## config.mk

```make
export PLATFORM = sky130hd
export DESIGN_NAME = in_hand_shaking_flat
export DESIGN_NICKNAME = d
export VERILOG_FILES = /design/src/rtl/in_hand_shaking_if.sv /design/src/rtl/in_hand_shaking.sv /design/src/flat_wrapper.sv
export SDC_FILE = /design/constraint.sdc
export NUM_CORES = 1
export LEC_CHECK = 0
export CAP_MARGIN = 20
export CELL_PAD_IN_SITES_DETAIL_PLACEMENT = 1
export CELL_PAD_IN_SITES_GLOBAL_PLACEMENT = 2
export CORE_UTILIZATION = 27
export DETAILED_ROUTE_END_ITERATION = 8
export PLACE_DENSITY = 0.66
export RECOVER_POWER = 50
export SLEW_MARGIN = 5
export SYNTH_ARGS = -nofsm -noshare
export SYNTH_HDL_FRONTEND = slang
export SYNTH_SLANG_ARGS = --single-unit
```

## constraint.sdc

```tcl
create_clock -name clk -period 11.4 [get_ports clk]
set_clock_uncertainty 0.1 [all_clocks]
set_input_delay 2.85 -clock clk [delete_from_list [all_inputs] [get_ports clk]]
set_output_delay 2.85 -clock clk [all_outputs]
set_load 0.01 [all_outputs]
```

## src/rtl/in_hand_shaking_if.sv

```systemverilog
// Link-side handshake bundle for the input handshake stage.
// The master drives si/in_packet/full; the slave returns ri and the FIFO write side.
interface in_hand_shaking_if #(
    parameter int PKT_W = 64,
    parameter int CNT_W = 16
);
    logic             si;
    logic [PKT_W-1:0] in_packet;
    logic             ri;
    logic             full;
    logic             write_en;
    logic [PKT_W-1:0] out_packet;
    logic [CNT_W-1:0] pkt_count;
    logic             cnt_sat;

    modport master (
        output si, in_packet, full,
        input  ri, write_en, out_packet, pkt_count, cnt_sat
    );

    modport slave (
        input  si, in_packet, full,
        output ri, write_en, out_packet, pkt_count, cnt_sat
    );
endinterface

```

## src/rtl/in_hand_shaking.sv

```systemverilog
// Receive-side si/ri handshake with a 2-entry skid buffer feeding the input FIFO.
// Also keeps a saturating count of accepted packets.
module in_hand_shaking #(
    parameter int PKT_W = 64,
    parameter int CNT_W = 16
) (
    input logic              clk,
    input logic              reset,
    in_hand_shaking_if.slave bus
);

    typedef enum logic [1:0] {
        EMPTY = 2'd0,
        ONE   = 2'd1,
        TWO   = 2'd2
    } occ_e;

    occ_e             state;
    occ_e             state_nx;
    logic [PKT_W-1:0] entry0;
    logic [PKT_W-1:0] entry1;
    logic [PKT_W-1:0] entry0_nx;
    logic [PKT_W-1:0] entry1_nx;
    logic [CNT_W-1:0] cnt_q;
    logic             acc;
    logic             drn;

    assign acc = bus.si && bus.ri;
    assign drn = bus.write_en;

    always_ff @(posedge clk or posedge reset) begin
        if (reset) begin
            state  <= EMPTY;
            entry0 <= '0;
            entry1 <= '0;
        end else begin
            state  <= state_nx;
            entry0 <= entry0_nx;
            entry1 <= entry1_nx;
        end
    end

    always_comb begin
        state_nx  = state;
        entry0_nx = entry0;
        entry1_nx = entry1;
        unique case (state)
            EMPTY: begin
                if (acc) begin
                    state_nx  = ONE;
                    entry0_nx = bus.in_packet;
                end
            end
            ONE: begin
                if (acc && !drn) begin
                    state_nx  = TWO;
                    entry1_nx = bus.in_packet;
                end else if (!acc && drn) begin
                    state_nx = EMPTY;
                end else if (acc && drn) begin
                    entry0_nx = bus.in_packet;
                end
            end
            TWO: begin
                if (drn) begin
                    state_nx  = ONE;
                    entry0_nx = entry1;
                end
            end
            default: state_nx = EMPTY;
        endcase
    end

    // ri looks only at occupancy so upstream's si cannot loop back into it
    always_comb begin
        bus.ri         = !reset && (state != TWO);
        bus.write_en   = (state != EMPTY) && !bus.full;
        bus.out_packet = entry0;
        bus.pkt_count  = cnt_q;
        bus.cnt_sat    = &cnt_q;
    end

    always_ff @(posedge clk or posedge reset) begin
        if (reset) begin
            cnt_q <= '0;
        end else if (acc && !(&cnt_q)) begin
            cnt_q <= cnt_q + CNT_W'(1);
        end
    end

endmodule

```

## src/flat_wrapper.sv

```systemverilog
// flat-port wrapper written by rule: the top's interface ports become plain ports
module in_hand_shaking_flat 
#(
    parameter int PKT_W = 64,
    parameter int CNT_W = 16
)
  (clk, reset, bus_si, bus_in_packet, bus_full, bus_ri, bus_write_en, bus_out_packet, bus_pkt_count, bus_cnt_sat);
  in_hand_shaking_if #(.PKT_W(PKT_W), .CNT_W(CNT_W)) bus_i ();
  input logic clk;
  input logic reset;
  input wire logic [$bits(bus_i.si)-1:0] bus_si;
  input wire logic [$bits(bus_i.in_packet)-1:0] bus_in_packet;
  input wire logic [$bits(bus_i.full)-1:0] bus_full;
  output wire logic [$bits(bus_i.ri)-1:0] bus_ri;
  output wire logic [$bits(bus_i.write_en)-1:0] bus_write_en;
  output wire logic [$bits(bus_i.out_packet)-1:0] bus_out_packet;
  output wire logic [$bits(bus_i.pkt_count)-1:0] bus_pkt_count;
  output wire logic [$bits(bus_i.cnt_sat)-1:0] bus_cnt_sat;
  assign bus_i.si = bus_si;
  assign bus_i.in_packet = bus_in_packet;
  assign bus_i.full = bus_full;
  assign bus_ri = bus_i.ri;
  assign bus_write_en = bus_i.write_en;
  assign bus_out_packet = bus_i.out_packet;
  assign bus_pkt_count = bus_i.pkt_count;
  assign bus_cnt_sat = bus_i.cnt_sat;
  in_hand_shaking #(.PKT_W(PKT_W), .CNT_W(CNT_W)) u_core (.clk(clk), .reset(reset), .bus(bus_i));
endmodule
```

* Yosys cells after proc, flatten, opt, wreduce, memory -nomap -nowiden
Index checks and enable logic that the tools add are counted.
** Word-level totals
- Input bits :: 68
- Output and inout port bits :: 83
- Register bits after elaboration :: 146
- Logic and storage cells :: 44
** Operators by class
- Eq/ne operators :: 9
- Add/subtract/negate cells :: 1
- Muxes and demuxes :: 11
- Reductions and logical operators :: 19
** Operator list (count)
- 64-bit 2-to-1 mux :: 5
- 64-bit one-hot mux with 3 select lines :: 1
- 16-bit by 1-bit adder with 16-bit output (second input constant) :: 1
- 16-bit AND reduction :: 1
- 2-bit 2-to-1 mux :: 4
- 1-bit logical AND :: 7
- 2-bit by 1-bit != test with 1-bit output (second input constant) :: 3
- 2-bit != test (second input constant) :: 3
- 2-bit one-hot mux with 3 select lines :: 1
- 6-bit AND reduction :: 1
- 1-bit zero test :: 5
- 3-bit by 1-bit != test with 1-bit output (second input constant) :: 1
- 3-bit AND reduction :: 1
- 3-bit nonzero test :: 1
- 2-bit by 1-bit == test with 1-bit output (second input constant) :: 1
- 2-bit == test (second input constant) :: 1
- 2-bit zero test :: 1
- 2-bit AND reduction :: 1
- 2-bit nonzero test :: 1

* Depth between registers and ports, before layout
- Depth in word-level cells :: 8
- Mapped depth :: 8
- Mapped depth without buffers :: 6

* Worst setup path before layout
Ideal clock, no wire load.
- Path kind :: input -> output
- From :: input reset
- To :: output bus_ri
- Stages :: 1
- Data required time :: 8.450 ns
- Data arrival time :: 3.019 ns
- Buffers on the path :: 0
- Path slack :: 5.431 ns
- Cells stage by stage :: nor2_1
** Between the ends
- Longest elaborated chain between the ends :: 2
** RTL lines
- start, declared :: line flat_wrapper.sv:10 : input logic reset;
- 1-bit zero test (no line)
- 1-bit logical AND :: line in_hand_shaking.sv:76 : bus.ri = !reset && (state != TWO);
- end, declared :: line flat_wrapper.sv:14 : output wire logic [$bits(bus_i.ri)-1:0] bus_ri;
Every way passes these cells.

* Worst setup path in the final report
Same ends and word-level chain as after synthesis.

==> results.json <==
{
  "numPortBuffers": 150,
  "hold_depth": 1,
  "antenna_found_initial": 0,
  "grt_pass1_vias": 5208,
  "worst-path-buf-inv": 2,
  "drv_slew": 78,
  "powerDensity_mw_per_mm2": 213,
  "grt_overflow": 0,
  "syn_nets": 646,
  "path_class": "primary input to output port",
  "grt_max_degree": 78,
  "n_fill_cell": 2602,
  "slowest_delay_ps": 580,
  "finalHoldViolCount": 0,
  "min_path_type": "register to register",
  "synth_simple_gate_area_frac": 0.151,
  "totalWireLength_um": 17100,
  "synth_compound_area_frac": 0.0734,
  "initial_core_util": 0.275,
  "synth_xor_area_frac": 0.0164,
  "end_kind": "output port",
  "yosys_warnings": 0,
  "numCtsBuffers": 17,
  "num_vias": 4842,
  "ys_seq_area_frac": 0.568,
  "clock_path_buffers": 2,
  "worstMarginPinSlew_ps": 3570,
  "status": "finished with violations",
  "finalCriticalPeriod_ps": 7050,
  "p_leak_nw": 3.68,
  "met3WireLength_um": 631,
  "hold_buffers": 0,
  "fmax_ghz": 0.142,
  "total_power_w": 0.00186,
  "clk_latency_ps": 420,
  "ant_nets": 0,
  "reg2regPathDepth": 6,
  "place_congestion": 0.762,
  "synth_top_cell_area_share": 0.568,
  "synth_fa_ha_area_frac": 0.00195,
  "drtIter0Drc": 122,
  "finalSetupViolations": 0,
  "num_rows": 56,
  "post_cts_resized": 0,
  "slew_headroom": -1.39,
  "vias_per_cell": 4.62,
  "clock-root-buffer": "clkbuf_16",
  "finalCritPeriodShare": 0.618,
  "area_growth_syn_to_layout_pct": 35.8,
  "ys_seq_elements": 146,
  "die_width_um": 156,
  "final_common_cell": "dfrtp_1",
  "avgSynthCellArea_um2": 11.1,
  "syn_area_mm2": 0.00643,
  "wl_met1_um": 7930,
  "die_area_mm2": 0.0244,
  "layout_common_cells": "dfrtp_1, nand2_1, dlygate4sd3_1, nor2_1, clkdlybuf4s50_1",
  "fp.dieH_um": 156,
  "dr.max_layer_used": "met4",
  "grt_first_pass_wirelength_um": 28000,
  "drive_gt1_frac": 0.147,
  "cts.reportedPaths.clkPinSlew_ps": 70,
  "synth.distinct_cells": 31,
  "worstPathCellList": "dlygate4sd3_1 -> nor2_1 -> clkdlybuf4s50_1",
  "drtPass1Iterations": 5,
  "ys_top_cells_by_area": "dfrtp_1, mux2_4, nand2_1",
  "drv_cap": 1,
  "worstPathArrival_ps": 4100,
  "hpwl_um": 10600,
  "nets": 785,
  "route.met2.wl_um": 8270,
  "wl_per_cell_um": 16.3,
  "cts_tree": "built",
  "antenna_cells": 0,
  "cts_sinks": 146,
  "cp_max_fo": 3,
  "synth_top_family_by_area": "simple AND/OR/NAND/NOR gates",
  "tns_ps": 0,
  "path_delay_family": "buffers and inverters",
  "htree_levels": 4,
  "post_cts_buffers": 0,
  "synthCells": 577,
  "crit_cells": 3,
  "start_kind": "primary input",
  "rsz0062_at_grt": "no",
  "core_area_mm2": 0.0234,
  "peakVddDrop_v": 0.0000787,
  "slowest_stage": "dlygate4sd3_1",
  "grt_usage": 0.148,
  "required_ps": 8450,
  "drc": 0,
  "design.portCount": 151,
  "violations": "capacitance limit, slew limit",
  "yosysTopAreaCell": "dfrtp_1",
  "muxShareOfSynthArea": 0.149
}
state kept, by name, indices dropped and copies added (netlist names):
name and cells:
u_core.state 2, u_core.entry1 64, u_core.bus.pkt_count 16, u_core.bus.out_packet 64
worst register-to-register path, stage by stage (launching register included):
cell and delay, ps:
dfrtp_1 480, nand2b_2 180, nand2_1 150, nor2_1 220, and2_4 540, buf_4 720
mux2_4 390
power breakdown:
part	leakage (nW)	switching [W]	internal [W]	total (W)
clock network	0.274	0.000240	0.000316	0.000557
registers	1.71	0.000113	0.000695	0.000807
logic	1.69	0.000196	0.000301	0.000497
total	3.68	0.000549	0.00131	0.00186
Yosys cell counts (all sizes together):
cell and instances:
nor3 1, nand4 8, o21bai 1, buf 24
nand3 5, o22ai 1, mux2 65, nor3b 2
xnor2 9, and2 3, dfrtp 146, a31oi 65
nor2b 3, clkbuf 12, ha 1, and3 5
a21oi 4, a41oi 1, and4 1, nor2 77
xor2 3, nand2b 1, inv 3, o31ai 1
nand2 133, o21a 2
cells by family (layout without fill, tap and decap cells):
group	count (synthesis)	count (layout)
mux	65	65
buf+inv	39	191
simple gates	239	239
flops	146	146
xor+xnor	12	12
compound gates	75	75
fa+ha+maj	1	1
through the flow:
stage	cell area [um2]	setup slack, ps	cells	utilization	hold slack [ps]
after floorplan	6430	4530	577	-	380
after global placement	8160	4390	1016	0.349	379
after detailed placement	8160	4400	1016	0.349	379
after CTS	8740	4390	1048	0.373	393
after global routing	8730	4310	1048	0.373	425
final	8730	4350	1048	0.373	382
area by class of cell:
cell class	instances	area, um2	share of cell area
Clock buffer	20	457	0.0523
Clock inverter	12	123	0.0140
Inverter	3	12.5	0.00143
Multi-Input combinational cell	392	2540	0.291
Sequential cell	146	3650	0.418
Tap cell	319	399	0.0457
Timing Repair Buffer	156	1550	0.177
per-layer routing:
metal / global-route usage / up-vias
met2: 0.240 / 103
li1: - / 2241
met3: 0.0324 / 15
met5: 0 / -
met1: 0.193 / 2483
met4: 0.0514 / 0
final timing paths:
kind,endpoint,start,slack (ps)
min reg2reg,u_core.bus.pkt_count[6],u_core.bus.pkt_count[6],380
max,bus_ri,reset,4350
max in group asynchronous,u_core.entry1[11],reset,5240
max reg2reg,u_core.entry1[14],u_core.state[0],8490
min,u_core.bus.pkt_count[6],u_core.bus.pkt_count[6],380
min in group asynchronous,u_core.bus.pkt_count[13],reset,3880
Note: power is estimated with default switching activity, not from simulation.
